<file path="src/rtl/carbon_csr_responder_simple.sv">
// Carbon CSR responder: 32-byte register window with a fixed-latency response path.
// Optional privilege gating is enabled by defining CARBON_CSR_RESP_PRIV_CHECK_EN.
module carbon_csr_responder_simple #(
    parameter logic [31:0] BASE_ADDR    = 32'h0000_0000,
    parameter logic [31:0] ID_VALUE     = 32'hCA5B_0001,
    parameter int unsigned RESP_LATENCY = 1,
    parameter logic [1:0]  MIN_PRIV     = 2'd1
) (
    input  logic        clk,
    input  logic        rst,
    input  logic        req_valid,
    output logic        req_ready,
    input  logic        req_write,
    input  logic [31:0] req_addr,
    input  logic [31:0] req_wdata,
    input  logic [3:0]  req_wstrb,
    input  logic [1:0]  req_priv,
    output logic        rsp_valid,
    input  logic        rsp_ready,
    output logic [31:0] rsp_rdata,
    output logic        rsp_fault,
    output logic [31:0] ctrl_q,
    output logic [7:0]  mode_q,
    output logic [31:0] modeflags_q,
    input  logic [3:0]  status_set,
    output logic [3:0]  status_q
);

    localparam logic [2:0] LAT = 3'(RESP_LATENCY);

    typedef enum logic [1:0] {
        IDLE,
        WAIT,
        RESP
    } state_e;

    state_e      state_q, state_d;
    logic [2:0]  cnt_q, cnt_d;
    logic [31:0] rdata_q, rdata_d;
    logic        fault_q, fault_d;
    logic [31:0] ctrl_d;
    logic [7:0]  mode_d;
    logic [31:0] modeflags_d;
    logic [3:0]  status_d;
    logic [31:0] scratch_q, scratch_d;

    logic [31:0] off;
    logic [2:0]  idx;
    logic        in_range;
    logic        priv_bad;
    logic        bad;
    logic        accept;
    logic        wr_ok;
    logic [3:0]  w1c;
    logic [31:0] rd_mux;

    function automatic logic [31:0] merge(
        input logic [31:0] old,
        input logic [31:0] wd,
        input logic [3:0]  ws
    );
        logic [31:0] r;
        r = old;
        for (int b = 0; b < 4; b++) begin
            if (ws[b]) r[8*b +: 8] = wd[8*b +: 8];
        end
        return r;
    endfunction

`ifdef CARBON_CSR_RESP_PRIV_CHECK_EN
    assign priv_bad = (req_priv < MIN_PRIV);
`else
    logic unused_priv;
    assign unused_priv = ^{req_priv, MIN_PRIV};
    assign priv_bad    = 1'b0;
`endif

    assign off      = req_addr - BASE_ADDR;
    assign idx      = off[4:2];
    assign in_range = (req_addr >= BASE_ADDR) && (off < 32'd32);

    // idx 6 and 7 are the unmapped tail of the window
    assign bad = !in_range
              || (req_addr[1:0] != 2'b00)
              || (idx > 3'd5)
              || (req_write && (idx == 3'd0))
              || priv_bad;

    assign req_ready = (state_q == IDLE) && !rst;
    assign accept    = req_valid && req_ready;
    assign wr_ok     = accept && req_write && !bad;
    assign rsp_valid = (state_q == RESP);
    assign rsp_rdata = rdata_q;
    assign rsp_fault = fault_q;

    assign w1c = (wr_ok && (idx == 3'd3) && req_wstrb[0])
               ? req_wdata[3:0] : 4'h0;

    always_comb begin
        rd_mux = 32'h0;
        case (idx)
            3'd0:    rd_mux = ID_VALUE;
            3'd1:    rd_mux = ctrl_q;
            3'd2:    rd_mux = {24'h0, mode_q};
            3'd3:    rd_mux = {28'h0, status_q};
            3'd4:    rd_mux = scratch_q;
            3'd5:    rd_mux = modeflags_q;
            default: rd_mux = 32'h0;
        endcase
    end

    always_comb begin
        state_d = state_q;
        cnt_d   = cnt_q;
        rdata_d = rdata_q;
        fault_d = fault_q;
        case (state_q)
            IDLE: begin
                if (accept) begin
                    fault_d = bad;
                    rdata_d = (bad || req_write) ? 32'h0 : rd_mux;
                    if (LAT == 3'd0) begin
                        state_d = RESP;
                    end else begin
                        state_d = WAIT;
                        cnt_d   = LAT;
                    end
                end
            end
            WAIT: begin
                cnt_d = cnt_q - 3'd1;
                if (cnt_q <= 3'd1) state_d = RESP;
            end
            RESP: begin
                if (rsp_ready) state_d = IDLE;
            end
            default: state_d = IDLE;
        endcase
    end

    always_comb begin
        ctrl_d      = ctrl_q;
        mode_d      = mode_q;
        modeflags_d = modeflags_q;
        scratch_d   = scratch_q;
        // a same-cycle set overrides a W1C on the same bit
        status_d    = (status_q & ~w1c) | status_set;
        if (wr_ok) begin
            case (idx)
                3'd1: ctrl_d = merge(ctrl_q, req_wdata, req_wstrb);
                3'd2: if (req_wstrb[0]) mode_d = req_wdata[7:0];
                3'd4: scratch_d = merge(scratch_q, req_wdata, req_wstrb);
                3'd5: modeflags_d = merge(modeflags_q, req_wdata, req_wstrb);
                default: ;
            endcase
        end
    end

    always_ff @(posedge clk) begin
        if (rst) begin
            state_q     <= IDLE;
            cnt_q       <= 3'd0;
            rdata_q     <= 32'h0;
            fault_q     <= 1'b0;
            ctrl_q      <= 32'h0;
            mode_q      <= 8'h0;
            modeflags_q <= 32'h0000_0001;
            status_q    <= 4'h0;
            scratch_q   <= 32'h0;
        end else begin
            state_q     <= state_d;
            cnt_q       <= cnt_d;
            rdata_q     <= rdata_d;
            fault_q     <= fault_d;
            ctrl_q      <= ctrl_d;
            mode_q      <= mode_d;
            modeflags_q <= modeflags_d;
            status_q    <= status_d;
            scratch_q   <= scratch_d;
        end
    end

endmodule

</file>
<file path="config.mk">
export PLATFORM = sky130hd
export DESIGN_NAME = carbon_csr_responder_simple
export DESIGN_NICKNAME = d
export VERILOG_FILES = /design/src/rtl/carbon_csr_responder_simple.sv
export SDC_FILE = /design/constraint.sdc
export NUM_CORES = 1
export LEC_CHECK = 0
export ABC_CLOCK_PERIOD_IN_PS = 2830
export CORE_ASPECT_RATIO = 1.1
export CORE_UTILIZATION = 47
export DETAILED_ROUTE_END_ITERATION = 6
export GPL_TIMING_DRIVEN = 0
export PLACE_DENSITY = 0.81
export SLEW_MARGIN = 10
export SYNTH_ARGS = -nofsm -noshare
export SYNTH_HDL_FRONTEND = slang
export SYNTH_SLANG_ARGS = --single-unit
</file>
<file path="constraint.sdc">
create_clock -name clk -period 2.83 [get_ports clk]
set_input_delay 0.566 -clock clk [delete_from_list [all_inputs] [get_ports clk]]
set_output_delay 0.566 -clock clk [all_outputs]
set_load 0.02 [all_outputs]
</file>
### Yosys cells after proc, flatten, opt, wreduce, memory -nomap -nowiden

Cells that the tools add are included.

* flip-flop bits (word level): 146
* bits in latches: 0
* bits in writable memories: 0
* memory bits (read-only): 0
* input bits: 79
* output and inout bits: 111
* memories kept: 0

* add/subtract/negate cells: 1
* $mul: 0
* divide/modulo/power cells: 0
* order comparisons: 4
* eq/ne operators: 10
* shifts and indexed selects: 0
* muxes and demuxes: 9
* bitwise gates (word level): 3
* reductions and logical operators: 35

Operators by type and width (count)
* 32-bit one-hot mux with 6 select lines: 1
* 3-bit AND reduction: 14
* 32-bit by 1-bit greater-or-equal comparator with 1-bit output, second input constant: 1
* 32-bit by 6-bit < comparator with 1-bit output, second input constant: 1
* 32-bit 2-to-1 mux: 1
* 1-bit logical AND: 8
* 3-bit by 2-bit == test with 1-bit output, second input constant: 2
* 3-bit == test, second input constant: 2
* 2-bit 2-to-1 mux: 3
* 2-bit one-hot mux with 3 select lines: 1
* 3-bit one-hot mux with 2 select lines: 1
* 4-bit AND: 1
* 1-bit logical OR: 4
* 4-bit 2-to-1 mux: 1
* 2-bit != test, second input constant: 2
* 4-bit inverter: 1
* 4-bit bitwise OR: 1
* 2-bit AND reduction: 2
* 2-bit nonzero test: 2
* 3-bit by 1-bit == test with 1-bit output, second input constant: 1
* 3-bit > comparator, second input constant: 1
* 3-bit by 1-bit <= comparator with 1-bit output, second input constant: 1
* 1-bit logical NOT: 3
* 3-bit logical NOT: 1
* other kinds (6): 6

### Logic depth before layout (Yosys ltp)

* word-level depth: 14
* gate-level depth with buffers: 7

### Least setup slack after synthesis

OpenSTA, ideal clock, no wires.

* path type: input to register
* from: input port rst
* to: register mode_q[7]
* setup time: 0.128 ns
* data arrival time: 2.416 ns
* slack: 0.287 ns
* stages: 7
* path through: clkbuf_1 > nor3_1 > nand2_1 > or4_1 > buf_6 > mux2i_1 > nor2_1

* longest elaborated chain between the ends: 6

Ends and longest elaborated chain
* from (decl): RTL line 10 `input logic rst,`
* 1-bit logical NOT: RTL line 89 `assign req_ready = (state_q == IDLE) && !rst;`
* 1-bit logical AND: RTL line 89
* via req_ready: RTL line 12 `output logic req_ready,`
* 1-bit logical AND: RTL line 90 `assign accept = req_valid && req_ready;`
* 1-bit logical AND (2 in series): RTL line 91 `assign wr_ok = accept && req_write && !bad;`
* 3-bit AND reduction (no line)
* to (signal assigned): RTL line 176 `mode_q <= mode_d;`
* to (decl): RTL line 23 `output logic [7:0] mode_q,`

The timed path passes the listed nets, and every way through them passes these cells.
A chain may end at the register's enable or synchronous reset.

### Worst setup path after layout

* from: input port req_addr[3]
* to: register scratch_q[1]

* longest elaborated chain between the ends: 9

Ends and longest elaborated chain
* from (decl): RTL line 14 `input logic [31:0] req_addr,`
* 32-bit by 1-bit greater-or-equal comparator with 1-bit output or 32-bit by 6-bit < comparator with 1-bit output (tied branches): RTL line 80 `assign in_range = (req_addr >= BASE_ADDR) && (off < 32'd32);`
* 1-bit logical AND: RTL line 80
* 1-bit logical NOT: RTL line 83 `assign bad = !in_range`
* 1-bit logical OR: RTL line 84 `|| (req_addr[1:0] != 2'b00)`
* 1-bit logical OR: RTL line 85 `|| (idx > 3'd5)`
* 1-bit logical OR: RTL line 86 `|| (req_write && (idx == 3'd0))`
* 1-bit logical NOT: RTL line 91
* 1-bit logical AND: RTL line 91
* 3-bit AND reduction (no line) *
* to (signal assigned): RTL line 179 `scratch_q <= scratch_d;`
* to (decl): RTL line 45 `logic [31:0] scratch_q, scratch_d;`

Mark *: on every way between the ends. The rest lies on a longest branch, timed or not.

==> results by group <==
Status
  – Outcome: finished, violations left
  – Failing checks: design-rule violations

Logic synthesis
  – Most frequent cells after synthesis: dfxtp_1, mux2i_1, nor2_1
  – Synth top area cells: dfxtp_1, mux2i_1, nor2_1
  – Synth Warn #: 0
  – Syn nets: 710
  – Seq cells post-synth: 146
  – Synth cell types: 42
  – Count leader, synth: dfxtp_1
  – Mapped cell area: 6158 um2
  – Cells after Synth: 630
  – Number of enable flip-flop cells after synthesis: 0
  – Top_reg_cell synth: dfxtp_1
  – Synth async-reset ratio: 0%
  – Leading area contributor after synthesis: dfxtp_1
  – Yosys top cell area share: 47.46%
  – Post-synthesis sequential area ratio: 47.46%
  – Syn_area_per_cell: 9.775 um2

Place
  – Dpl ws: -0.2617 ns
  – HPWL Detailed: 13880 um
  – Port bufs: 185
  – Post-DP Area: 8207 um2
  – Final RePlAce weighted congestion: 0.8832
  – DP Cell Count: 972

Power
  – Seq pwr share: 45.4%
  – PD cells: 524.5 nW/um2
  – P_sw: 1108 uW
  – Cell Int Power: 3492 uW
  – Tot Pwr: 4600 uW
  – Switch share: 24.08%
  – Comb power frac: 8.0%
  – Lkg Pwr: 0.003721 uW
  – Peak VDD IR: 350.6 uV
  – Clock power frac: 46.6%

GRT
  – GR Util All Layers: 29.04%
  – Largest net degree at the start of global routing: 17
  – Number of global-route vias before repair: 5849
  – First-pass GRT wire length: 30350 um
  – Initial antenna violation count: 0
  – Gr ovfl total: 0

CTS
  – TritonCTS clock tree: done
  – Clk buf depth: 2
  – Root buffer cell: clkbuf_16
  – Setup bufs post-CTS: 0
  – CTS Hold Bufs: 0
  – Clock-pin slew on the worst setup and hold paths: 0.06 ns
  – Post-cts sizing count: 0
  – Clock sinks: 146
  – Num CTS Buffers: 17
  – Clock Latency Late Sink: 0.42 ns
  – Number of H-tree levels: 4

Min path
  – Hold Path Class: flip-flop to flip-flop
  – Worst hold stages: 2
  – Hold path start: rsp_rdata[10]$_SDFFE_PP0P_
  – Min-Delay Endpoint: rsp_rdata[10]$_SDFFE_PP0P_

Floorplanning
  – Initial Util: 48.50%
  – Core box area: 12700 um2
  – # IOs: 190
  – # rows: 43
  – Die area: 13570 um2
  – Die width: 111.1 um
  – Height of the die: 122.1 um

Critical path
  – Crit path from: req_addr[3]
  – Worst path max stage delay: 0.64 ns
  – R2R cell count: 6
  – Startpoint types: primary input
  – Cell family with most CP delay: simple AND/OR/NAND/NOR gates
  – RR Endpoint: scratch_q[1]$_SDFFE_PP0P_
  – RR Startpoint: state_q[0]$_SDFFE_PP0P_
  – Slowest cell on the critical path: nor4bb_1
  – Crit. End Element: flip-flop
  – Bufs and invs on worst path: 1
  – WS Path Type: primary input to flip-flop
  – CP Data Required Time: 3.11 ns
  – Reg-to-reg slack, setup: 0.54 ns
  – CP cell instances: clkdlybuf4s50_1 -> nor4bb_1 -> and3_1 -> nand3_1 -> mux2i_1 -> nor2_1
  – Data arrival, critical path: 2.97 ns
  – CP max FO: 8

Timing
  – Fmax: 372.2 MHz
  – Max-slew headroom: 49.28%
  – Setup-failing EPs final: 0
  – Final worst setup slack: 0.1433 ns
  – RSZ-0062 raised after global routing: no
  – Min Tclk post-route: 2.687 ns
  – Final period utilization: 94.94%
  – Hold Vio Cnt, Final: 0
  – Setup Skew: 0.005494 ns
  – Fin. max-slew vios: 0
  – Worst slew pin tran: 0.7607 ns

Finish
  – Fraction of layout cells with a size suffix above 1: 8.855%
  – Multi-input combinational cell area: 3055 um2
  – Register area: 2923 um2
  – Nets: 914
  – Final instance area: 8771 um2
  – N_diodes: 0
  – Fillcell total: 990
  – Fin cells: 1004
  – Area grow syn2layout: 42.42%

Detailed routing
  – Routed wire length: 19490 um
  – DRC Markers: 33
  – DRT Pass-1 Iters: 7
  – 1st-iter DRT viols: 479
  – Routed wire per std cell: 19.42 um
  – Post-DR vias/cell: 5.702
  – ANT nets after route: 0
  – Via count: 5725

Flow run
  – Max_cap viols: 0
[worst min-delay path, delay by kind of cell (launching register included)]
kind | cells | cell delay (ns)
AO/OA/AOI/OAI | 1 | 0.05
AND/OR/NAND/NOR | 1 | 0.05
flip-flops | 1 | 0.31
[cell families after synthesis]
group / after synthesis / share of synthesized area (%)
AND/OR/NAND/NOR: 214 / 17.25
flip-flops: 146 / 47.46
multiplexers: 137 / 22.65
AO/OA/AOI/OAI: 90 / 9.508
buffers and inverters: 42 / 2.926
adder cells (fa/ha/maj): 1 / 0.2031
[metrics by stage]
stage | setup TNS, ns | hold WS, ns | utilization, %
6_report | 0 | 0.4489 | 69.08
2_1_floorplan | 0 | 0.4593 | -
5_1_grt | 0 | 0.4718 | 69.08
4_1_cts | 0 | 0.4531 | 69.08
3_5_place_dp | -21.89 | 0.4443 | 64.63
3_3_place_gp | -16.94 | 0.4384 | 64.63
[flip-flops by register name (all words and copies together) (netlist names)]
signal and flops:
scratch_q 32, rsp_rdata 32, modeflags_q 32, state_q 2, ctrl_q 32, rsp_fault 1
mode_q 8, cnt_q 3, status_q 4
[final cells by class]
cell class | instances | area share (%)
flip-flops and latches | 146 | 33.32
well taps | 157 | 2.240
multi-input cells | 442 | 34.84
inverters | 8 | 0.3424
clock inverters | 12 | 1.227
repair buffers | 185 | 21.11
clock buffers | 20 | 5.207
plain buffers | 34 | 1.712
[cell usage in the layout, fill, tap and decap left out, drive strengths merged, types with 9 or more instances in the layout]
master,instances
a22oi,22
buf,13
clkbuf,41
clkdlybuf4s50,185
dfxtp,146
inv,10
mux2,19
mux2i,118
nand2,35
nand3,13
nor2,118
nor3,9
o21ai,36
[layer usage]
| layer | up-vias | part of all wire (%) | GRT usage [%] |
|---|---|---|---|
| li1 | 2653 | - | - |
| met1 | 2742 | 40 | 34.19 |
| met2 | 289 | 49 | 50.00 |
| met3 | 41 | 8.2 | 7.960 |
| met4 | 0 | 2.5 | 12.50 |
| met5 | - | 0 | 0 |
[how the worst max path moves through the flow]
| stage | to | cells after the start | slack [ns] |
|---|---|---|---|
| 2_1_floorplan | mode_q[7]$_SDFFE_PP0P_ | 7 | 0.29 |
| 3_3_place_gp | mode_q[3]$_SDFFE_PP0P_ | 7 | -0.24 |
| 3_5_place_dp | mode_q[3]$_SDFFE_PP0P_ | 7 | -0.26 |
| 4_1_cts | ctrl_q[5]$_SDFFE_PP0P_ | 6 | 0.16 |
| 5_1_grt | rsp_rdata[23]$_SDFFE_PP0P_ | 8 | 0.05 |
| 6_report | scratch_q[1]$_SDFFE_PP0P_ | 6 | 0.14 |
[power by group through the flow]
stage                     clock, uW  sequential [uW]  combinational (uW)
final                          2140             2090                 368
after global routing           2240             2090                 392
after CTS                      2150             2090                 364
after detailed placement          0             2130                 361
after global placement            0             2130                 351
after floorplan                   0             2130                 142
(Power assumes the default switching activity.)
